$ cat src/rtl/prog_clk_divider.sv
// Programmable-ratio clock divider.
// Produces a registered divided clock, a one-cycle terminal tick per period
// and a running flag. New ratios arrive over a valid/ready handshake and only
// take effect on period boundaries, so a period is never truncated.
module prog_clk_divider #(
    parameter int W           = 8,
    parameter int DEFAULT_DIV = 4
) (
    input  logic         clock,
    input  logic         reset_n,
    input  logic         io_en,
    input  logic         io_cfgValid,
    output logic         io_cfgReady,
    input  logic [W-1:0] io_cfgDiv,
    output logic         io_divClk,
    output logic         io_tick,
    output logic         io_running,
    output logic [W-1:0] io_curDiv
);

    // STOPPED: idle, ratio writable directly.
    // RUN:     producing periods, ratio request accepted.
    // PEND:    producing periods with a ratio parked for the next boundary.
    typedef enum logic [1:0] {
        ST_STOPPED = 2'd0,
        ST_RUN     = 2'd1,
        ST_PEND    = 2'd2
    } state_t;

    localparam logic [W-1:0] ONE     = W'(1);
    localparam logic [W-1:0] MIN_DIV = W'(2);
    localparam logic [W-1:0] DEF_DIV = W'(DEFAULT_DIV);

    // Ratios below 2 would give a zero-length phase, so they are raised to 2.
    function automatic logic [W-1:0] clamp_div(input logic [W-1:0] d);
        return (d < MIN_DIV) ? MIN_DIV : d;
    endfunction

    state_t         r_state;
    logic [W-1:0]   r_cnt;
    logic [W-1:0]   r_div;
    logic [W-1:0]   r_pend;
    logic           r_div_clk;
    logic           r_tick;
    logic           r_running;

    state_t         w_state_next;
    logic [W-1:0]   w_cnt_next;
    logic [W-1:0]   w_div_next;
    logic [W-1:0]   w_pend_next;
    logic           w_handshake;
    logic           w_terminal;
    logic           w_run_next;
    logic           w_div_clk_next;
    logic           w_tick_next;

    // Ready is a pure decode of state: only a parked ratio blocks new requests.
    assign io_cfgReady = (r_state != ST_PEND);
    assign w_handshake = io_cfgValid && io_cfgReady;
    assign w_terminal  = (r_cnt == (r_div - ONE));

    // State register plus counter, ratio registers and the output flops.
    always_ff @(posedge clock or negedge reset_n) begin
        if (!reset_n) begin
            r_state   <= ST_STOPPED;
            r_cnt     <= '0;
            r_div     <= DEF_DIV;
            r_pend    <= '0;
            r_div_clk <= 1'b0;
            r_tick    <= 1'b0;
            r_running <= 1'b0;
        end else begin
            r_state   <= w_state_next;
            r_cnt     <= w_cnt_next;
            r_div     <= w_div_next;
            r_pend    <= w_pend_next;
            r_div_clk <= w_div_clk_next;
            r_tick    <= w_tick_next;
            r_running <= w_run_next;
        end
    end

    // Next-state, counter and ratio update; the counter only wraps at D-1.
    always_comb begin
        w_state_next = r_state;
        w_cnt_next   = r_cnt;
        w_div_next   = r_div;
        w_pend_next  = r_pend;
        case (r_state)
            ST_STOPPED: begin
                w_cnt_next = '0;
                if (w_handshake) begin
                    w_div_next = clamp_div(io_cfgDiv);
                end
                if (io_en) begin
                    w_state_next = ST_RUN;
                end
            end
            ST_RUN: begin
                if (w_terminal) begin
                    w_cnt_next = '0;
                    if (w_handshake) begin
                        w_div_next = clamp_div(io_cfgDiv);
                    end
                    if (!io_en) begin
                        w_state_next = ST_STOPPED;
                    end
                end else begin
                    w_cnt_next = r_cnt + ONE;
                    if (w_handshake) begin
                        w_pend_next  = clamp_div(io_cfgDiv);
                        w_state_next = ST_PEND;
                    end
                end
            end
            ST_PEND: begin
                if (w_terminal) begin
                    w_cnt_next   = '0;
                    w_div_next   = r_pend;
                    w_state_next = io_en ? ST_RUN : ST_STOPPED;
                end else begin
                    w_cnt_next = r_cnt + ONE;
                end
            end
            default: begin
                w_state_next = ST_STOPPED;
                w_cnt_next   = '0;
            end
        endcase
    end

    // Output flops are loaded from the next-cycle view so they line up with
    // the count they describe.
    always_comb begin
        w_run_next     = (w_state_next != ST_STOPPED);
        w_div_clk_next = w_run_next && (w_cnt_next < (w_div_next >> 1));
        w_tick_next    = w_run_next && (w_cnt_next == (w_div_next - ONE));
    end

    assign io_divClk  = r_div_clk;
    assign io_tick    = r_tick;
    assign io_running = r_running;
    assign io_curDiv  = r_div;

endmodule

$ cat config.mk
export PLATFORM = sky130hd
export DESIGN_NAME = prog_clk_divider
export DESIGN_NICKNAME = d
export VERILOG_FILES = /design/src/rtl/prog_clk_divider.sv
export SDC_FILE = /design/constraint.sdc
export NUM_CORES = 1
export LEC_CHECK = 0
export CAP_MARGIN = 20
export CORE_MARGIN = 2
export CORE_UTILIZATION = 58
export DETAILED_ROUTE_END_ITERATION = 12
export PLACE_DENSITY = 0.79
export REMOVE_ABC_BUFFERS = 1
export SETUP_SLACK_MARGIN = 0.4
export SLEW_MARGIN = 20
export SYNTH_ARGS = -nofsm -noshare
export SYNTH_HDL_FRONTEND = slang
export SYNTH_SLANG_ARGS = --single-unit
$ cat constraint.sdc
create_clock -name clock -period 5.6 [get_ports clock]
set_clock_uncertainty 0.1 [all_clocks]
set_input_delay 1.12 -clock clock [delete_from_list [all_inputs] [get_ports clock]]
set_output_delay 1.12 -clock clock [all_outputs]
set_load 0.005 [all_outputs]
==> results of run 1 <==
[stage by stage]
| step | total power [mW] | util, % | setup slack [ps] | hold slack, ps |
|---|---|---|---|---|
| 2_1_floorplan | 1.23 | - | 1630 | 350 |
| 5_1_grt | 1.93 | 69.5 | 904 | 432 |
| 4_1_cts | 1.79 | 69.5 | 1220 | 420 |
| 6_report | 1.81 | 69.5 | 1140 | 427 |
| 3_5_place_dp | 1.55 | 66.7 | 1050 | 399 |
| 3_3_place_gp | 1.53 | 66.7 | 1090 | 380 |
[logic make-up after synthesis]
family	synth area share, %
compound gates	22.5
flops	29.3
simple gates	21.8
mux	5.20
xor+xnor	8.13
fa+ha+maj	6.56
buf+inv	6.46
[layer usage]
| metal | GRT usage [%] | share of wire (%) | vias to the layer above |
|---|---|---|---|
| met1 | 38.6 | 42 | 1095 |
| met3 | 5.52 | 9.2 | 8 |
| met4 | 10.9 | 1.8 | 0 |
| met5 | 0 | 0 | - |
| li1 | - | - | 1069 |
| met2 | 43.2 | 46 | 124 |
[power groups by stage]
stage               Sequential [mW]  Clock, mW  Combinational, mW
floorplan                     0.368          0              0.864
global placement              0.399          0               1.13
detailed placement            0.403          0               1.15
CTS                           0.400      0.234               1.15
global route                  0.416      0.242               1.27
finish                        0.405      0.232               1.17
[final cells by class]
class	instances	area share, %
repair buffers	24	8.43
well taps	50	2.22
clock inverters	1	1.06
inverters	23	3.06
clock buffers	7	3.06
flip-flops and latches	29	25.8
multi-input cells	217	56.4
[path summary, 6_finish.rpt]
| check | cells past startpoint | start | slack, ps | to |
|---|---|---|---|---|
| min in group asynchronous | 2 | reset_n | 1120 | io_tick$_DFF_PN0_ |
| max in group asynchronous | 2 | reset_n | 3970 | io_curDiv[2]$_DFF_PN1_ |
| hold / removal | 1 | r_pend[4]$_DFFE_PN0P_ | 430 | r_pend[4]$_DFFE_PN0P_ |
| setup reg to reg | 14 | io_curDiv[0]$_DFF_PN0_ | 1140 | io_tick$_DFF_PN0_ |
| setup / recovery | 14 | io_curDiv[0]$_DFF_PN0_ | 1140 | io_tick$_DFF_PN0_ |
| hold reg to reg | 1 | r_pend[4]$_DFFE_PN0P_ | 430 | r_pend[4]$_DFFE_PN0P_ |
[placed cells by master (no fill, tap or decap), drive strengths merged, types with 10 or more instances in the layout]
master	instances
a21oi	12
clkdlybuf4s50	23
dfrtp	28
ha	13
inv	23
nand2	24
nand3	10
nor2	23
o21ai	15
xnor2	15
[registers in the layout, summed over array words and instances, names as in the netlist]
register    cells
io_running      1
io_divClk       1
r_state         2
io_tick         1
r_pend          8
io_curDiv       8
r_cnt           8
[cells in the mapped netlist, types with 3 or more instances]
library cell / number
a21o_1: 3
and3_1: 3
mux2_2: 7
a21oi_1: 12
o21ai_0: 13
nor4_1: 5
nor2b_1: 3
nand3_1: 9
nor2_1: 23
nand2_1: 23
mux2i_1: 5
ha_1: 13
xnor2_1: 15
buf_6: 3
dfrtp_1: 28
clkbuf_1: 8
a31oi_1: 3
o2111ai_1: 3
a41oi_1: 3
nor3_1: 7
xor2_1: 8
inv_2: 4
inv_1: 19
[worst reg2reg max path: stages (launching register included)]
cell and delay, ps:
dfrtp_1 470, inv_1 140, ha_1 230, nor3b_1 370, a21oi_1 170, nor4_2 600, nand4_2 420, a222oi_1 380
o21a_2 260, ha_1 290, xnor2_1 150, nor3_1 170, a21oi_1 60, or3_1 360, a2111oi_2 210
==> results.yml, run 1 <==
synth:
  netlist_top_cells_area: "dfrtp_1 28%, ha_1 6.6%, xnor2_1 5.3%, nand2_1 3.5%, nor2_1 3.5%"
  ys_warn_count: 0
  ys_seq_area_share_pct: 29.3
  async_flop_share_pct: 100
  netlist_instances: 282
  yosys.area.top_type_share_pct: 28.3
  ys.flop_type: "dfrtp_1"
  synth_area_leader_cell: "dfrtp_1"
  synth-seq-cells: 29
  syn-cell-area_um2: 2480
  synthDistinctLibCells: 74
  synth_area_per_cell_um2: 8.79
  synth_edf_count: 0
timing:
  final.setup.tns_ps: 0
  post-route-min-period_ps: 4460
  setup_violations: 0
  max_slew.worst_pin.slew_ps: 899
  fmaxAchievable_ghz: 0.224
  period_share_pct: 79.7
  rsz0062_at_grt: "false"
  relSlewSlack_pct: 39.9
  final_hold_viol_count: 0
  report.final.slew_viol_count: 0
pwr:
  pwr-share-comb_pct: 64.8
  powerDensity_nw_per_um2: 641
  p_sw_uw: 869
  pwr-share-seq_pct: 22.4
  peakVddDrop_mv: 0.475
  clkPwrFrac_pct: 12.8
  p_leak_nw: 1.22
  swShare_pct: 48.1
  power.internal_uw: 940
clocking:
  cts_max_level: 2
  clk_pin_slew_worst_paths_ps: 70
  clock-sinks: 29
  cts_tree: "yes"
  cts-hold-fix-buffers: 0
  clk_latency_ps: 290
  cts_resized: 0
  cts_root_buffer: "clkbuf_8"
  numCtsBuffers: 5
  postCtsSetupRepairBufs: 0
  cts_max_path_buffers: 2
critical_path:
  path_cells: "inv_1 > ha_1 > nor3b_1 > a21oi_1 > nor4_2 > nand4_2 > a222oi_1 > o21a_2 > ha_1 > xnor2_1 > nor3_1 > a21oi_1 > or3_1 > a2111oi_2"
  crit_fanout: 12
  arrival_ps: 4550
  slowest_delay_ps: 600
  critPathTopFamily: "simple AND/OR/NAND/NOR gates"
  crit_type: "reg2reg"
  crit_slowest_cell: "nor4_2"
  end_kind: "register"
  cp.buffers_inverters: 1
  critPathRequiredTime_ps: 5690
  critPathLaunchType: "register"
detailed_routing:
  initialDrtViolationCount: 190
  route.detailed.drc: 0
  drt-vias-per-instance: 6.54
  drt.antenna.violating_nets: 0
  post_drt_wl_per_cell_um: 18.4
  via_count: 2296
  drtPass1Iterations: 5
  finalWirelength_um: 6450
global_routing:
  grt_max_degree: 30
  grt_antenna_before_repair: 0
  grt.overflow.total: 0
  grt_pass1_vias: 2146
  grt_pass1_wl_um: 10700
  grt_use_total_pct: 28.0
run:
  max_cap_viol_count: 0
finish:
  stdcell_count: 351
  seqCellArea_um2: 727
  drive_gt1_share_pct: 14.3
  areaGrowthSynthToFinish_pct: 13.8
  multi_input_area_um2: 1590
  diodes: 0
  final_area_um2: 2820
  fillCellCount: 314
  fin_nets: 325
placed_design:
  dpl_cell_area_um2: 2710
  dp_cells: 343
  io_buffer_count: 23
  place_congestion: 0.974
  place_hpwl_um: 4820
die:
  core-area_um2: 4060
  rows: 23
  die_height_um: 69.4
  io_pins: 24
  initial_core_util_pct: 61.1
  die_w_um: 69.4
  dieArea_um2: 4810
hold_path:
  hold_class: "reg2reg"
status:
  status: "complete, no violations"
(Power assumes the default switching activity.)
==> run 2: changes to the inputs <==
Settings changed: CORE_UTILIZATION 58 to 52, PLACE_DENSITY 0.79 to 0.75.
Clock period 5.6 ns to 3.85 ns, I/O delays scaled along.
==> results.yml, run 2 (synthesized netlist as in run 1, its figures left out) <==
status:
  status: "complete, no violations"
detailed_routing:
  drt-vias-per-instance: 6.26
  via_count: 2491
  route.detailed.drc: 0
  post_drt_wl_per_cell_um: 18.0
  finalWirelength_um: 7150
  initialDrtViolationCount: 238
  drt.antenna.violating_nets: 0
  drtPass1Iterations: 5
pwr:
  pwr-share-comb_pct: 71.1
  peakVddDrop_mv: 0.651
  swShare_pct: 45.3
  powerDensity_nw_per_um2: 940
  pwr-share-seq_pct: 17.8
  p_leak_nw: 1.44
  p_sw_mw: 1.37
  clkPwrFrac_pct: 11.1
  power.internal_mw: 1.65
critical_path:
  end_kind: "register"
  crit_type: "reg2reg"
  crit_fanout: 6
  arrival_ps: 3760
  r2r_cells: 13
  critPathLaunchType: "register"
  critPathRequiredTime_ps: 3920
die:
  die_w_um: 73.0
  core-area_um2: 4660
  dieArea_um2: 5330
  die_height_um: 73.0
  rows: 25
  io_pins: 24
  initial_core_util_pct: 53.2
clocking:
  cts_max_level: 2
  cts_max_path_buffers: 2
  clk_latency_ps: 290
  clk_pin_slew_worst_paths_ps: 70
  clock-sinks: 29
  cts_root_buffer: "clkbuf_8"
  cts_tree: "yes"
  numCtsBuffers: 5
finish:
  layout_commonest_cell: "buf_4"
  final_area_um2: 3210
  areaGrowthSynthToFinish_pct: 29.3
  drive_gt1_share_pct: 27.3
  fillCellCount: 371
  fin_nets: 368
  stdcell_count: 398
  final_cell_mix: "44 x buf_4, 27 x dfrtp_1, 23 x nor2_1, 23 x nand2_1, 23 x clkdlybuf4s50_1"
  seqCellArea_um2: 728
  utilization_pct: 68.8
  multi_input_area_um2: 1650
  diodes: 0
placed_design:
  dpl_cell_area_um2: 2940
  place_hpwl_um: 5120
  io_buffer_count: 23
  place_congestion: 0.968
  dp_cells: 377
  place_ws_ps: -78.3
timing:
  post-route-min-period_ps: 3680
  relSlewSlack_pct: 68.0
  max_slew.worst_pin.slew_ps: 479
  finalWorstSetupSlack_ps: 168
  finalHoldWorstSlack_ps: 407
  rsz0062_at_grt: "true"
  fmaxAchievable_ghz: 0.272
  setup_violations: 0
  final_hold_viol_count: 0
  period_share_pct: 95.6
  report.final.slew_viol_count: 0
global_routing:
  grt_pass1_wl_um: 11400
  grt_max_degree: 30
  grt.overflow.total: 0
  grt_use_total_pct: 28.2
  grt_pass1_vias: 2324
  grt_antenna_before_repair: 0
hold_path:
  hold_class: "reg2reg"
  worstHoldPathCells: 2
run:
  max_cap_viol_count: 0
==> run 2: metrics by stage <==
stage	power (mW)	TNS (ps)
6_report	3.01	0
3_3_place_gp	2.38	0
2_1_floorplan	1.79	-117
4_1_cts	2.89	0
3_5_place_dp	2.41	-78.3
5_1_grt	3.21	0
==> run 2: worst max-delay path: stages (launching register included) <==
cell and delay, ps:
dfstp_2 400, or4_4 540, or4_4 440, nand3_4 110, and4_4 270, buf_4 120
a31oi_1 70, o21a_2 220, ha_2 350, mux2i_1 190, a22o_1 140, a21oi_1 60
or3_1 320, a2111oi_2 240
==> run 2: layout make-up <==
cell class              instances  share of cell area, %
flip-flops and latches         29                   22.7
multi-input cells             217                   51.4
well taps                      54                   2.11
inverters                      23                   2.69
clock buffers                   7                   2.69
clock inverters                 1                  0.937
repair buffers                 67                   17.5
==> run 2: repair_timing <==
item | in CTS | in global routing
pin swaps | 9 | 6
endpoints found under the setup margin | 2 | 2
resized for setup | 6 | 5
buffers inserted | 9 | 4
hold buffers | 0 | 0
==> run 2: final timing paths <==
check                                             from                endpoint  slack, ps
worst min register to register   r_pend[0]$_DFFE_PN0P_   r_pend[0]$_DFFE_PN0P_        410
max in group asynchronous                      reset_n  io_curDiv[2]$_DFF_PN1_       2560
min in group asynchronous                      reset_n   r_pend[6]$_DFFE_PN0P_        770
worst max-delay path            io_curDiv[2]$_DFF_PN1_       io_tick$_DFF_PN0_        170
worst min-delay path             r_pend[0]$_DFFE_PN0P_   r_pend[0]$_DFFE_PN0P_        410
worst max register to register  io_curDiv[2]$_DFF_PN1_       io_tick$_DFF_PN0_        170
==> run 2: power by group through the flow <==
| stage | Clock, mW | Sequential (mW) | Combinational [mW] |
|---|---|---|---|
| CTS | 0.338 | 0.533 | 2.02 |
| global route | 0.352 | 0.547 | 2.32 |
| finish | 0.336 | 0.536 | 2.14 |
| global placement | 0 | 0.531 | 1.85 |
| floorplan | 0 | 0.535 | 1.26 |
| detailed placement | 0 | 0.538 | 1.88 |
==> run 2: routing by layer <==
layer	global-route usage, %	share of wire, %
met5	0	0
met4	11.5	3.6
met3	4.83	8.5
met2	42.6	45
met1	39.8	43
